File: src/rtl/tq_pkg.sv
// tq_pkg: constants shared by the transform/quantise blocks.
//   TQ_IW         width of one transform-stage output element (signed)
//   TQ_RW         working width for rounding/saturation (one guard bit over TQ_IW
//                 so that adding the rounding bias can never overflow)
//   tq_rnd_bias() rounding bias 2^(s-1) for a right shift of s (0 when s == 0)
package tq_pkg;

    localparam int TQ_IW = 28;
    localparam int TQ_RW = TQ_IW + 1;

    function automatic logic signed [TQ_RW-1:0] tq_rnd_bias(input int s);
        if (s <= 0) return '0;
        return TQ_RW'(1) << (s - 1);
    endfunction

endpackage

File: src/rtl/tq_transpose_4x4_round_sat.sv
// tq_round_sat: combinational round-half-up right shift plus saturation of one
// element. Both shift amounts are fixed, so both results are built and the mode
// selects between them (no barrel shifter).
//   i_x       signed TQ_IW-bit input element
//   i_inverse 1 = shift by SHIFT_INV, 0 = shift by SHIFT_FWD
//   o_y       signed OW-bit rounded, saturated result
module tq_round_sat
    import tq_pkg::*;
#(
    parameter int SHIFT_FWD = 1,
    parameter int SHIFT_INV = 7,
    parameter int OW        = 16
) (
    input  logic signed [TQ_IW-1:0] i_x,
    input  logic                    i_inverse,
    output logic signed [OW-1:0]    o_y
);

    localparam logic signed [TQ_RW-1:0] BIAS_F  = tq_rnd_bias(SHIFT_FWD);
    localparam logic signed [TQ_RW-1:0] BIAS_I  = tq_rnd_bias(SHIFT_INV);
    localparam logic signed [TQ_RW-1:0] SAT_MAX = TQ_RW'((64'sd1 <<< (OW - 1)) - 64'sd1);
    localparam logic signed [TQ_RW-1:0] SAT_MIN = TQ_RW'(-(64'sd1 <<< (OW - 1)));

    logic signed [TQ_RW-1:0] w_ext;
    logic signed [TQ_RW-1:0] w_fwd;
    logic signed [TQ_RW-1:0] w_inv;
    logic signed [TQ_RW-1:0] w_r;

    assign w_ext = {i_x[TQ_IW-1], i_x};
    assign w_fwd = (w_ext + BIAS_F) >>> SHIFT_FWD;
    assign w_inv = (w_ext + BIAS_I) >>> SHIFT_INV;
    assign w_r   = i_inverse ? w_inv : w_fwd;

    always_comb begin
        o_y = w_r[OW-1:0];
        if (w_r > SAT_MAX)      o_y = SAT_MAX[OW-1:0];
        else if (w_r < SAT_MIN) o_y = SAT_MIN[OW-1:0];
    end

endmodule

File: src/rtl/tq_transpose_4x4.sv
// tq_transpose_4x4: rounds/saturates incoming transform rows and transposes each
// 4x4 block through a ping-pong pair of banks, emitting one column per transfer.
//   clk, rst            clock, asynchronous active-low reset
//   inverse             mode of the presented row (sampled on row 0 only)
//   i_valid/i_ready     row handshake; i_0..i_3 signed TQ_IW-bit row elements
//   o_valid/o_ready     column handshake; o_0..o_3 signed OW-bit column (o_k = row k)
//   o_inverse           mode latched for the block being read
//   o_last              marks the 4th column of a block
module tq_transpose_4x4
    import tq_pkg::*;
#(
    parameter int SHIFT_FWD = 1,
    parameter int SHIFT_INV = 7,
    parameter int OW        = 16
) (
    input  logic                    clk,
    input  logic                    rst,
    input  logic                    inverse,
    input  logic                    i_valid,
    output logic                    i_ready,
    input  logic signed [TQ_IW-1:0] i_0,
    input  logic signed [TQ_IW-1:0] i_1,
    input  logic signed [TQ_IW-1:0] i_2,
    input  logic signed [TQ_IW-1:0] i_3,
    output logic                    o_valid,
    input  logic                    o_ready,
    output logic signed [OW-1:0]    o_0,
    output logic signed [OW-1:0]    o_1,
    output logic signed [OW-1:0]    o_2,
    output logic signed [OW-1:0]    o_3,
    output logic                    o_inverse,
    output logic                    o_last
);

    // r_mem[bank][row][element]; data is not reset, only the flags qualify it
    logic signed [OW-1:0] r_mem [2][4][4];
    logic [1:0]           r_full;
    logic [1:0]           r_mode;
    logic                 r_wbank;
    logic                 r_rbank;
    logic [1:0]           r_wrow;
    logic [1:0]           r_col;

    logic signed [TQ_IW-1:0] w_in [4];
    logic signed [OW-1:0]    w_rs [4];
    logic                    w_mode;
    logic                    w_wr;
    logic                    w_rd;

    assign w_in[0] = i_0;
    assign w_in[1] = i_1;
    assign w_in[2] = i_2;
    assign w_in[3] = i_3;

    // Row 0 takes its mode straight from the input; later rows reuse the latched one.
    assign w_mode  = (r_wrow == 2'd0) ? inverse : r_mode[r_wbank];

    assign i_ready   = ~r_full[r_wbank];
    assign o_valid   = r_full[r_rbank];
    assign w_wr      = i_valid & i_ready;
    assign w_rd      = o_valid & o_ready;
    assign o_last    = o_valid & (r_col == 2'd3);
    assign o_inverse = r_mode[r_rbank];

    assign o_0 = r_mem[r_rbank][0][r_col];
    assign o_1 = r_mem[r_rbank][1][r_col];
    assign o_2 = r_mem[r_rbank][2][r_col];
    assign o_3 = r_mem[r_rbank][3][r_col];

    for (genvar g = 0; g < 4; g++) begin : g_rs
        tq_round_sat #(
            .SHIFT_FWD (SHIFT_FWD),
            .SHIFT_INV (SHIFT_INV),
            .OW        (OW)
        ) u_rs (
            .i_x       (w_in[g]),
            .i_inverse (w_mode),
            .o_y       (w_rs[g])
        );
    end

    // Write and read always target different banks (write needs !full, read
    // needs full), so a simultaneous fill and drain update distinct flag bits.
    always_ff @(posedge clk or negedge rst) begin
        if (!rst) begin
            r_full  <= '0;
            r_mode  <= '0;
            r_wbank <= 1'b0;
            r_rbank <= 1'b0;
            r_wrow  <= '0;
            r_col   <= '0;
        end else begin
            if (w_wr) begin
                if (r_wrow == 2'd0) r_mode[r_wbank] <= inverse;
                r_wrow <= r_wrow + 2'd1;
                if (r_wrow == 2'd3) begin
                    r_full[r_wbank] <= 1'b1;
                    r_wbank         <= ~r_wbank;
                end
            end
            if (w_rd) begin
                r_col <= r_col + 2'd1;
                if (r_col == 2'd3) begin
                    r_full[r_rbank] <= 1'b0;
                    r_rbank         <= ~r_rbank;
                end
            end
        end
    end

    always_ff @(posedge clk) begin
        if (w_wr) begin
            for (int k = 0; k < 4; k++) r_mem[r_wbank][r_wrow][k] <= w_rs[k];
        end
    end

endmodule

File: config.mk
export PLATFORM = sky130hd
export DESIGN_NAME = tq_transpose_4x4
export DESIGN_NICKNAME = d
export VERILOG_FILES = /design/src/rtl/tq_pkg.sv /design/src/rtl/tq_transpose_4x4_round_sat.sv /design/src/rtl/tq_transpose_4x4.sv
export SDC_FILE = /design/constraint.sdc
export NUM_CORES = 1
export LEC_CHECK = 0
export ABC_AREA = 1
export CELL_PAD_IN_SITES_DETAIL_PLACEMENT = 1
export CELL_PAD_IN_SITES_GLOBAL_PLACEMENT = 1
export CORE_ASPECT_RATIO = 0.5
export CORE_MARGIN = 1.5
export CORE_UTILIZATION = 49
export DETAILED_ROUTE_END_ITERATION = 10
export PLACE_DENSITY = 0.9
export SLEW_MARGIN = 25
export SYNTH_ARGS = -nofsm -noshare
export SYNTH_HDL_FRONTEND = slang
export SYNTH_HIERARCHICAL = 1
export SYNTH_SLANG_ARGS = --single-unit
File: constraint.sdc
create_clock -name clk -period 11.65 [get_ports clk]
set_clock_uncertainty 0.2 [all_clocks]
set_input_delay 1.165 -clock clk [delete_from_list [all_inputs] [get_ports clk]]
set_output_delay 1.165 -clock clk [all_outputs]
set_load 0.02 [all_outputs]
* Word level (Yosys, flattened, before mapping)
Memories as Yosys holds them, arrays and structs flattened. Index checks and enable logic that the tools add are counted.
Operators by class: $add $sub $neg 10, $lt $le $gt $ge 15, equal/unequal tests 2, multiplexer cells 823, bitwise logic cells 779, reductions and logical operators 7
Operators by type and width (number):
- $mux 256 | 4
- $mux 1 | 780
- $or 1x1->1 | 768
- $demux 64 s2 | 4
- $mux 16 | 17
- $bmux 16 s2 | 4
- $add 28x2->29 const B | 4
- $add 28x8->29 const B | 4
- $gt 29x16->1 const B | 4
- $lt 29x16->1 const B | 4
- $mux 29 | 4
- $mux 64 | 1
- $mux 48 | 1
- $mux 32 | 1
- $mux 2 | 4
- $ge 3x3->1 const B | 2
- $not 2->3 | 2
- $reduce_and 2->1 | 3
- $add 2x1->2 const B | 2
- $eq 2x2->1 const B | 2
- $lt 1x2->1 const B | 2
- $and 1x1->1 | 3
- $logic_and 1x1->1 | 3
- $lt 3x1->1 const B | 1
- other kinds (8) | 12
Word-level totals: bits in registers 10, RAM bits 512, bits of input ports 117, memories kept 1
Memories:
- r_mem | words 2, width 256, rd ports 1, clocked after Yosys merged registers in 0, wr ports 1, line tq_transpose_4x4.sv:36 | logic signed [OW-1:0] r_mem [2][4][4];

* Depth between registers and ports, before layout
depth after elaboration 10, mapped depth 19, gate-level depth less buffers 17

* By module
The synthesis kept the hierarchy.
By module, submodules not included:
- tq_transpose_4x4 | instances 1, cells each 2242, area each 23352.4 um^2, sequential area each 15625.0 um^2
- tq_round_sat (g_rs[0].u_rs ...) | instances 3, cells each 347, area each 1651.6 um^2, sequential area each 0.0 um^2
- tq_round_sat (g_rs[3].u_rs) | instances 1, cells each 347, area each 1719.1 um^2, sequential area each 0.0 um^2

* Worst setup path after synthesis
No wires, ideal clock.
kind input -> register, start input port i_valid, end memory r_mem[0][128] (netlist bit), enable pin, setup time 486 ps, arrival 4387 ps, data required time 10964 ps, path slack 6577 ps, stages 4, buffers on the path 2, cells stage by stage buf_2 nand3_2 buf_2 nor2_1
Between the ends: cells in the longest elaborated chain, start to end 6, elaborated cells between the ends (all ways) 9, those cells by class 5 x mux; 4 x bitwise
Ends and longest elaborated chain:
- start: declaration | line tq_transpose_4x4.sv:19 | input logic i_valid,
- $and 1x1->1 * | line tq_transpose_4x4.sv:60 | assign w_wr = i_valid & i_ready;
- $mux 1 * | line tq_transpose_4x4.sv:112 | if (w_wr) begin
- $mux 256 (implied by the code) | line tq_transpose_4x4.sv:113 | for (int k = 0; k < 4; k++) r_mem[r_wbank][r_wrow][k] <= w_rs[k];
- $or 1x1->1 (no line) (2 in series)
- $or 1x1->1 (no line) *
- end: declaration | line tq_transpose_4x4.sv:36
Every way passes the cells marked *; elsewhere a longest branch is shown, timed or not.

* Final worst setup path
start register r_rbank, end output port o_3[8]
Between the ends: cells in the longest elaborated chain, start to end 4
Ends and longest elaborated chain:
- start: declaration | line tq_transpose_4x4.sv:40 | logic r_rbank;
- start signal: assignment | line tq_transpose_4x4.sv:105 | r_rbank <= ~r_rbank;
- $mem_v2 2x256
- $bmux 16 s2 | line tq_transpose_4x4.sv:68 | assign o_3 = r_mem[r_rbank][3][r_col];
- $mux 16 (implied by the code) (2 in series) | line tq_transpose_4x4.sv:68
- end: declaration | line tq_transpose_4x4.sv:30 | output logic signed [OW-1:0] o_3,
Every way passes these cells. The select of a mux whose other input is x is not followed.

==> impl_metrics.env <==
export IMPL_status="completed"
export IMPL_synth_area_per_cell_um2=8.27
export IMPL_p_per_area_nw_per_um2=249
export IMPL_gr_usage_met3_pct=9.95
export IMPL_htreeDepth=2
export IMPL_leakagePower_nw=13.9
export IMPL_setup_viol=0
export IMPL_grt_pass1_vias=29200
export IMPL_final_hold_viol_count=0
export IMPL_cts_resized=0
export IMPL_vias_per_cell=6.19
export IMPL_slew_headroom_pct=25.5
export IMPL_postSynthCellCount=3630
export IMPL_multi_input_area_um2=12700
export IMPL_timing_rr_end="r_mem[0][194]"
export IMPL_synth_compound_area_share_pct=9.39
export IMPL_utilization_pct=56.5
export IMPL_grt_overflow_total=0
export IMPL_grt_use_total_pct=37.3
export IMPL_drt_pass1_iter_count=8
export IMPL_fill_cells=7084
export IMPL_synth_yosys_seq_area_share_pct=52.0
export IMPL_synth_edf_count=512
export IMPL_antenna_found_initial=8
export IMPL_grt_use_met2_pct=61.1
export IMPL_maxCapViolCount=0
export IMPL_grt_max_degree=183
export IMPL_core_area_um2=59900
export IMPL_die_area_um2=62900
export IMPL_path_class="reg -> out"
export IMPL_required_ps=10290
export IMPL_gp_congestion=0.914
export IMPL_busiest_layer="met2"
export IMPL_postCtsSetupRepairBufs=0
export IMPL_yosys_cell_types_count=43
export IMPL_synth_main_ff_cell="edfxtp_1"
export IMPL_reg2reg_slack_ps=6400
export IMPL_port_buffers=184
export IMPL_holdPathStages=2
export IMPL_fin_total_pwr_mw=8.44
export IMPL_num_rows=63
export IMPL_syn_num_nets=3760
export IMPL_tns_ps=0
export IMPL_grt_pass1_wl_mm=178
export IMPL_clkLatencyLatePin_ps=570
export IMPL_syn_cell_area_um2=30000
export IMPL_yosys_area_top_type="edfxtp_1"
export IMPL_drive_above_1_share_pct=9.09
export IMPL_synthArstFlopShare_pct=1.92
export IMPL_use_met1_pct=45.6
export IMPL_cts_sinks=522
export IMPL_min_period_over_period_pct=52.4
export IMPL_cts_tree="done"
export IMPL_drt_iter0_drc=3873
export IMPL_fmax_mhz=164
export IMPL_peakVddDrop_mv=0.184
export IMPL_hold_path_class="reg -> reg"
export IMPL_tightest_slew_ps=1120
export IMPL_synth_xor_area_share_pct=1.43
export IMPL_arrival_ps=4740
export IMPL_rsz0062_at_grt="no"
export IMPL_wirelength_mm=120
export IMPL_clockBufferDepth=3
export IMPL_slew_viol_final=0
export IMPL_postCtsHoldBufs=0
export IMPL_ys_warn_count=6
export IMPL_dp_hpwl_mm=74.7
export IMPL_cts_root_buffer="clkbuf_16"
export IMPL_drcViolationCount=0
export IMPL_die_y_um=178
export IMPL_post_drt_wl_per_cell_um=26.1
export IMPL_synth_simple_area_share_pct=30.6
export IMPL_area_delta_synth_final_pct=12.8
export IMPL_clk_pin_slew_ps=60
export IMPL_synth_top_family_by_area="simple AND/OR/NAND/NOR gates"
export IMPL_pin_count=185
export IMPL_rr_worst_depth=15
export IMPL_synth_seq_cells=522
export IMPL_cts_made_buffers=49
export IMPL_r2r_start="r_wrow[0]"
export IMPL_worstSetupStartpointType="register"
export IMPL_min_to="r_mode[1]"
export IMPL_synthTopCellsByArea="edfxtp_1 51%, nand2_1 20%, o21ai_0 3.7%"
export IMPL_synthMuxAreaShare_pct=0
export IMPL_synth_adder_area_share_pct=0.542
export IMPL_final_min_clock_period_ps=6110
export IMPL_seqCellArea_um2=15600
export IMPL_die_x_um=353
export IMPL_start_util_pct=50.1
export IMPL_final_nets=3864
export IMPL_crit_fanout=161
export IMPL_hold_start="r_mode[1]"
export IMPL_post_synth_top_area_fraction_pct=51.2
export IMPL_dr_total_vias=28400
export IMPL_cp_end_kind="primary output"
export IMPL_ant_nets=0
## power breakdown
group	total, mW	internal, mW	switching [mW]	leakage (nW)
clock network	1.64	0.887	0.757	0.753
registers	2.50	2.37	0.124	4.69
logic	4.30	1.12	3.18	8.47
total	8.44	4.38	4.06	13.9
## how the worst max path moves through the flow
| stage | from | to | slack [ps] | depth (start not counted) |
|---|---|---|---|---|
| after floorplan | i_valid | r_mem[0][128] | 6580 | 4 |
| after global placement | inverse | r_mem[0][208] | 5900 | 13 |
| after detailed placement | inverse | r_mem[0][194] | 5640 | 13 |
| after CTS | r_rbank | o_3[8] | 5310 | 9 |
| after global routing | r_rbank | o_3[8] | 5390 | 9 |
| final | r_rbank | o_3[8] | 5540 | 9 |
## cell usage in the layout (no fill, tap or decap), drive strengths merged, types with 12 or more instances in the layout
cell,count
inv,234
clkinv,24
o21ai,401
nor2,284
o22ai,12
clkdlybuf4s50,184
a21oi,44
nand3,184
nor3,16
buf,24
nand4,17
nand2,1671
edfxtp,512
clkbuf,61
ha,13
xor2,45
o21bai,12
## stage by stage
step	instances	hold slack [ps]	instance area (um^2)	setup WS [ps]
after floorplan	3630	271	30000	6580
after detailed placement	4494	308	32300	5640
after CTS	4584	324	33800	5310
after global routing	4585	365	33800	5390
final	4589	321	33900	5540
after global placement	4494	295	32200	5900
## per-layer routing
metal  routed length, um  part of all wire [%]
met3               14500                    12
met1               44000                    37
met2               54700                    46
met5                  58                 0.048
met4                6470                   5.4
## area by class of cell
class / instances / share of cell area, %
Multi-Input combinational cell: 2719 / 37.5
Antenna cell: 4 / 0.0296
Clock inverter: 29 / 0.787
Clock buffer: 61 / 3.75
Sequential cell: 522 / 46.2
Tap cell: 812 / 3.00
Timing Repair Buffer: 208 / 6.15
Inverter: 234 / 2.66
## cell families (layout without fill, tap and decap cells)
family	Yosys count	after routing
simple gates	2173	2173
flops	522	522
compound gates	484	484
buf+inv	389	532
xor+xnor	49	49
fa+ha+maj	13	13
other cells	0	4
## Yosys cell counts, types with 3 or more instances
master    count
a21oi_1      44
a22oi_1       4
a31oi_1       5
buf_1        11
buf_12        3
buf_2        51
buf_4        13
buf_6        21
clkbuf_1     54
dfrtp_1      10
edfxtp_1    512
ha_1         13
inv_1       225
inv_2         7
nand2_1    1596
nand2_2      45
nand2_4      29
nand3_1     177
nand3_2       6
nand4_1      17
nor2_1      215
nor2_2       43
nor2_4       24
nor3_1       12
nor3_2        4
o211ai_1      4
o21ai_0     221
o21ai_1     107
o21ai_2      73
o21bai_1      8
o21bai_4      4
o22ai_1      12
xnor2_1       4
xor2_1       45
## registers in the layout (all words and copies together), names as in the netlist
signal and cells:
r_full 2, r_col 2, r_mode 2, r_mem 512, r_rbank 1, r_wbank 1, r_wrow 2
## critical path, stage by stage (launching register included)
cell and delay (ps):
dfrtp_4 810, inv_8 800, buf_6 690, nand2_1 190, nand2_1 140, nand2_1 70
nand2_1 130, nand2_1 50, nand2_1 350, clkdlybuf4s50_1 700
Note: power is estimated with default switching activity, not from simulation.
